--- config.mk ---
export PLATFORM = sky130hd
export DESIGN_NAME = cla_seq_adder
export DESIGN_NICKNAME = d
export VERILOG_FILES = /design/src/rtl/alu_pkg.sv /design/src/rtl/cla_add8.sv /design/src/rtl/cla_seq_adder.sv
export SDC_FILE = /design/constraint.sdc
export NUM_CORES = 1
export LEC_CHECK = 0
export BUFFER_PORTS_ARGS = -buffer_cell sky130_fd_sc_hd__buf_4
export CAP_MARGIN = 20
export CORE_UTILIZATION = 32
export DETAILED_ROUTE_END_ITERATION = 8
export PLACE_DENSITY_LB_ADDON = 0.25
export SKIP_CTS_REPAIR_TIMING = 1
export SYNTH_ARGS = -nofsm -noshare
export SYNTH_HDL_FRONTEND = slang
export SYNTH_SLANG_ARGS = --single-unit
export TNS_END_PERCENT = 30
--- constraint.sdc ---
create_clock -name clk -period 2.64 [get_ports clk]
set_input_delay 0.528 -clock clk [delete_from_list [all_inputs] [get_ports clk]]
set_output_delay 0.528 -clock clk [all_outputs]
set_load 0.02 [all_outputs]
--- src/rtl/alu_pkg.sv ---
// Shared ALU definitions: slice width and the multi-cycle adder controller states.
package alu_pkg;

    localparam int unsigned SLICE_W = 8;

    typedef enum logic [1:0] {
        IDLE = 2'd0,
        BUSY = 2'd1,
        DONE = 2'd2
    } state_t;

    // Number of slices needed to cover an operand of the given width.
    function automatic int unsigned slice_count(input int unsigned width);
        return width / SLICE_W;
    endfunction

endpackage

--- src/rtl/cla_add8.sv ---
// Combinational 8-bit carry-lookahead adder slice.
module cla_add8
    import alu_pkg::*;
(
    input  logic [SLICE_W-1:0] a,
    input  logic [SLICE_W-1:0] b,
    input  logic               ci,
    output logic [SLICE_W-1:0] s,
    output logic               co
);

    logic [SLICE_W-1:0] p;
    logic [SLICE_W-1:0] g;
    logic [SLICE_W:0]   c;

    assign p = a ^ b;
    assign g = a & b;

    // Each carry is a flat sum of products over G/P terms, not a ripple chain.
    always_comb begin
        logic carry;
        logic term;
        c     = '0;
        carry = 1'b0;
        term  = 1'b0;
        c[0]  = ci;
        for (int i = 0; i < int'(SLICE_W); i++) begin
            carry = ci;
            for (int j = 0; j <= i; j++) begin
                carry = carry & p[j];
            end
            for (int j = 0; j <= i; j++) begin
                term = g[j];
                for (int k = j + 1; k <= i; k++) begin
                    term = term & p[k];
                end
                carry = carry | term;
            end
            c[i+1] = carry;
        end
    end

    assign s  = p ^ c[SLICE_W-1:0];
    assign co = c[SLICE_W];

endmodule

--- src/rtl/cla_seq_adder.sv ---
// Multi-cycle WIDTH-bit add/subtract built from one shared 8-bit CLA slice,
// processed LSB byte first with the carry registered between slices.
module cla_seq_adder
    import alu_pkg::*;
#(
    parameter int unsigned WIDTH = 32
) (
    input  logic             clk,
    input  logic             rst,
    input  logic             in_valid,
    output logic             in_ready,
    input  logic [WIDTH-1:0] a,
    input  logic [WIDTH-1:0] b,
    input  logic             sub,
    input  logic             cin,
    output logic             out_valid,
    input  logic             out_ready,
    output logic [WIDTH-1:0] sum,
    output logic             flag_c,
    output logic             flag_v,
    output logic             flag_z,
    output logic             flag_n
);

    localparam int unsigned N     = slice_count(WIDTH);
    localparam int unsigned IDX_W = (N > 1) ? $clog2(N) : 1;

    state_t             state;
    state_t             state_nxt;
    logic [WIDTH-1:0]   a_r;
    logic [WIDTH-1:0]   b_r;
    logic               carry_r;
    logic               zacc;
    logic [IDX_W-1:0]   idx;
    logic               last_slice;
    logic [SLICE_W-1:0] s_slice;
    logic               co_slice;

    // Operands shift right each BUSY cycle, so the active byte is always the low one.
    cla_add8 u_slice (
        .a  (a_r[SLICE_W-1:0]),
        .b  (b_r[SLICE_W-1:0]),
        .ci (carry_r),
        .s  (s_slice),
        .co (co_slice)
    );

    assign last_slice = (idx == IDX_W'(N - 1));

    always_ff @(posedge clk) begin
        if (rst) begin
            state     <= IDLE;
            in_ready  <= 1'b1;
            out_valid <= 1'b0;
        end else begin
            state     <= state_nxt;
            in_ready  <= (state_nxt == IDLE);
            out_valid <= (state_nxt == DONE);
        end
    end

    always_comb begin
        state_nxt = state;
        case (state)
            IDLE:    if (in_valid)   state_nxt = BUSY;
            BUSY:    if (last_slice) state_nxt = DONE;
            DONE:    if (out_ready)  state_nxt = IDLE;
            default:                 state_nxt = IDLE;
        endcase
    end

    // Datapath: capture on accept, one slice per BUSY cycle, hold in DONE.
    always_ff @(posedge clk) begin
        if (rst) begin
            a_r     <= '0;
            b_r     <= '0;
            sum     <= '0;
            carry_r <= 1'b0;
            zacc    <= 1'b0;
            idx     <= '0;
            flag_c  <= 1'b0;
            flag_v  <= 1'b0;
            flag_z  <= 1'b0;
            flag_n  <= 1'b0;
        end else begin
            case (state)
                IDLE: begin
                    if (in_valid) begin
                        a_r     <= a;
                        b_r     <= sub ? ~b : b;
                        carry_r <= sub | cin;
                        idx     <= '0;
                        zacc    <= 1'b1;
                    end
                end
                BUSY: begin
                    a_r     <= a_r >> SLICE_W;
                    b_r     <= b_r >> SLICE_W;
                    sum     <= (sum >> SLICE_W) | (WIDTH'(s_slice) << (WIDTH - SLICE_W));
                    carry_r <= co_slice;
                    zacc    <= zacc & ~|s_slice;
                    idx     <= last_slice ? '0 : idx + 1'b1;
                    if (last_slice) begin
                        flag_c <= co_slice;
                        flag_n <= s_slice[SLICE_W-1];
                        flag_v <= (a_r[SLICE_W-1] == b_r[SLICE_W-1]) &&
                                  (s_slice[SLICE_W-1] != a_r[SLICE_W-1]);
                        flag_z <= zacc & ~|s_slice;
                    end
                end
                default: ;
            endcase
        end
    end

endmodule

==> results.sh <==
export IMPL_multi_input_area_um2=2500
export IMPL_hp_start="a[29]"
export IMPL_regArea_um2=2160
export IMPL_synth_compound_area_share_pct=17.6
export IMPL_drtAntennaViolNets=0
export IMPL_critical_path_class="register to register"
export IMPL_area_growth_pct=25.4
export IMPL_synthMuxAreaShare_pct=0
export IMPL_via_per_inst=5.14
export IMPL_grt_pass1_vias=4029
export IMPL_layout_drive_gt1_share_pct=20.7
export IMPL_io_pins=108
export IMPL_finalSetupViolCount=0
export IMPL_cp_start_kind="register"
export IMPL_power_total_mw=3.72
export IMPL_fin_worst_skew_ns=0.00783
export IMPL_relSlewSlack_pct=62.8
export IMPL_cts_sink_count=108
export IMPL_min_period_over_period_pct=87.4
export IMPL_grt_pass1_wl_mm=19.9
export IMPL_fin_cells=864
export IMPL_grt_max_degree=79
export IMPL_grt_use_met2_pct=24.4
export IMPL_ir_worst_vdd_uv=321
export IMPL_antenna_found_initial=0
export IMPL_antenna_cells=0
export IMPL_r2r_slack_ns=0.33
export IMPL_path_max_fanout=5
export IMPL_cts_clk_slew_worst_paths_ns=0.07
export IMPL_fill_cells=1490
export IMPL_port_buffers=107
export IMPL_met1_usage_pct=21.0
export IMPL_ys_async_sr_fraction_pct=0
export IMPL_syn_num_nets=676
export IMPL_slew_violations=0
export IMPL_synth_cells=595
export IMPL_fin_nets=757
export IMPL_firstDrtPassIters=7
export IMPL_status="finished with violations"
export IMPL_clock_root_buffer="clkbuf_16"
export IMPL_yosysUniqueCellTypes=46
export IMPL_r2r_end="flag_c"
export IMPL_crit_arrival_ns=2.52
export IMPL_post_dp_hpwl_mm=8.42
export IMPL_die_h_um=125
export IMPL_rows=44
export IMPL_yosys_most_used_dff="dfxtp_1"
export IMPL_synth_sequential_area_ratio_pct=44.6
export IMPL_start_util_pct=33.1
export IMPL_use_met3_pct=5.05
export IMPL_crit_path_end_kind="register"
export IMPL_die_w_um=125
export IMPL_rsz0062_at_grt="no"
export IMPL_ys_seq_elements=108
export IMPL_min_to="a_r[29]"
export IMPL_fin_hold_ws_ns=0.434
export IMPL_clk_path_buf_depth=2
export IMPL_min_path_cells=3
export IMPL_cts_tree="done"
export IMPL_yosys_area_share_simple_pct=24.2
export IMPL_maxCapViolations=0
export IMPL_top_usage_layer="met2"
export IMPL_routed_wl_mm=12.2
export IMPL_synth_top_family_by_area="simple AND/OR/NAND/NOR gates"
export IMPL_dieArea_um2=15700
export IMPL_max_freq_mhz=434
export IMPL_hold_path_class="input pin to register"
export IMPL_layout_cells_most_common="nor2_1"
export IMPL_gr_total_overflow=0
export IMPL_worst_pin_slew_ns=0.558
export IMPL_synth_enable_flop_cells=0
export IMPL_fin_crit_ns=2.31
export IMPL_r2r_start="b_r[0]"
export IMPL_syn_area_um2=4850
export IMPL_slowest_delay_ns=0.47
export IMPL_dpl_cell_area_um2=5810
export IMPL_failed_checks="design-rule violations"
export IMPL_grtUsageTotal_pct=15.7
export IMPL_numCtsBuffers=9
export IMPL_crit_path_top_delay_cell="or3_1"
export IMPL_power_density_nw_per_um2=611
export IMPL_via_count=4438
export IMPL_hold_viol_final=0
export IMPL_finalInstanceArea_um2=6080
export IMPL_post_route_util_pct=41.5
export IMPL_cts_htree_levels=3
export IMPL_avgSynthCellArea_um2=8.15
export IMPL_core_area_um2=14600
export IMPL_crit_chain="ha_1 -> ha_1 -> o211ai_2 -> a21oi_1 -> or3_1 -> a21oi_1 -> a311oi_1"
export IMPL_dp_worst_setup_slack_ns=0.366
export IMPL_place_congestion=0.828
export IMPL_cp_required_ns=2.85
export IMPL_setup_ws_ns=0.334
export IMPL_crit_buf_inv=0
export IMPL_placedCellCount=849
export IMPL_cpLargestDelayFamily="compound AO/OA/AOI/OAI gates"
export IMPL_setup_tns_ns=0
export IMPL_yosysWarnings=0
export IMPL_clkLatencyLatePin_ns=0.34
export IMPL_routedWlPerCell_um=14.2
export IMPL_drtIter0Drc=389
export IMPL_drc=12
export IMPL_p_leak_nw=2.56
export IMPL_layout_common_cells="nor2_1, buf_4, dfxtp_1, a21oi_1, nand2_1"
export IMPL_synthAdderAreaFrac_pct=2.99
export IMPL_r2r_cells=7
export IMPL_synth_xor_area_share_pct=6.50
state kept, by name, indices dropped and copies added (netlist names), 2 cells and up:
register  count
a_r          32
b_r          32
idx           2
state         2
sum          32
cells in the mapped netlist, drive strengths merged, types with 2 or more instances:
library cell  instances  share of area, %
o21ai                 4              0.41
or3                   2              0.26
dfxtp               108                45
a211oi                2              0.31
nand4                 3              0.39
nand3                 5              0.52
nor3                 29               3.0
nor2                121               9.4
o21a                  3              0.46
a21oi                63               6.6
or4                   2              0.31
a22oi                17               2.6
nor4                  4              0.52
clkbuf               39               3.0
xnor2                 2              0.36
nor2b                24               3.1
buf                  10              0.90
nand2b                2              0.26
o311ai                2              0.36
nand3b                4              0.62
o31ai                 3              0.57
nand2                60               4.6
a222oi               24               5.0
inv                   3              0.23
xor2                 34               6.1
ha                   10               2.6
cell families after synthesis:
| kind of cell | count (synthesis) |
|---|---|
| xor+xnor | 36 |
| simple gates | 263 |
| compound gates | 125 |
| buf+inv | 52 |
| fa+ha+maj | 11 |
| flops | 108 |
tightest hold or removal path, cell delays in order:
cell	delay, ns
buf_4	0.08
a22oi_1	0.06
nor2_1	0.08
worst max path at each step:
stage            from  slack [ns]     end  cells past startpoint
3_3_place_gp   a_r[0]        0.49  flag_v                      7
6_report       b_r[0]        0.33  flag_c                      7
5_1_grt        b_r[0]        0.22  flag_c                      7
3_5_place_dp   b_r[0]        0.37  flag_c                      7
2_1_floorplan  a_r[0]        0.60  flag_v                      7
4_1_cts        b_r[0]        0.37  flag_c                      7
area by class of cell:
class	count	area share (%)
clock inverters	4	0.555
well taps	184	3.78
flip-flops and latches	108	35.5
multi-input cells	435	41.1
inverters	3	0.185
repair buffers	119	14.9
clock buffers	11	3.99
report_power, final:
group	internal [mW]	switching, mW	total (mW)
Clock	0.671	0.592	1.26
Sequential	1.73	0.0705	1.80
Combinational	0.288	0.365	0.654
per-layer routing:
| metal | wire length [µm] | vias to the layer above | part of all wire [%] |
|---|---|---|---|
| met2 | 5590 | 145 | 46 |
| met3 | 833 | 12 | 6.8 |
| met4 | 133 | 0 | 1.1 |
| li1 | - | 2227 | - |
| met5 | 0 | - | 0 |
| met1 | 5670 | 2054 | 46 |
Note: power is estimated with default switching activity, not from simulation.
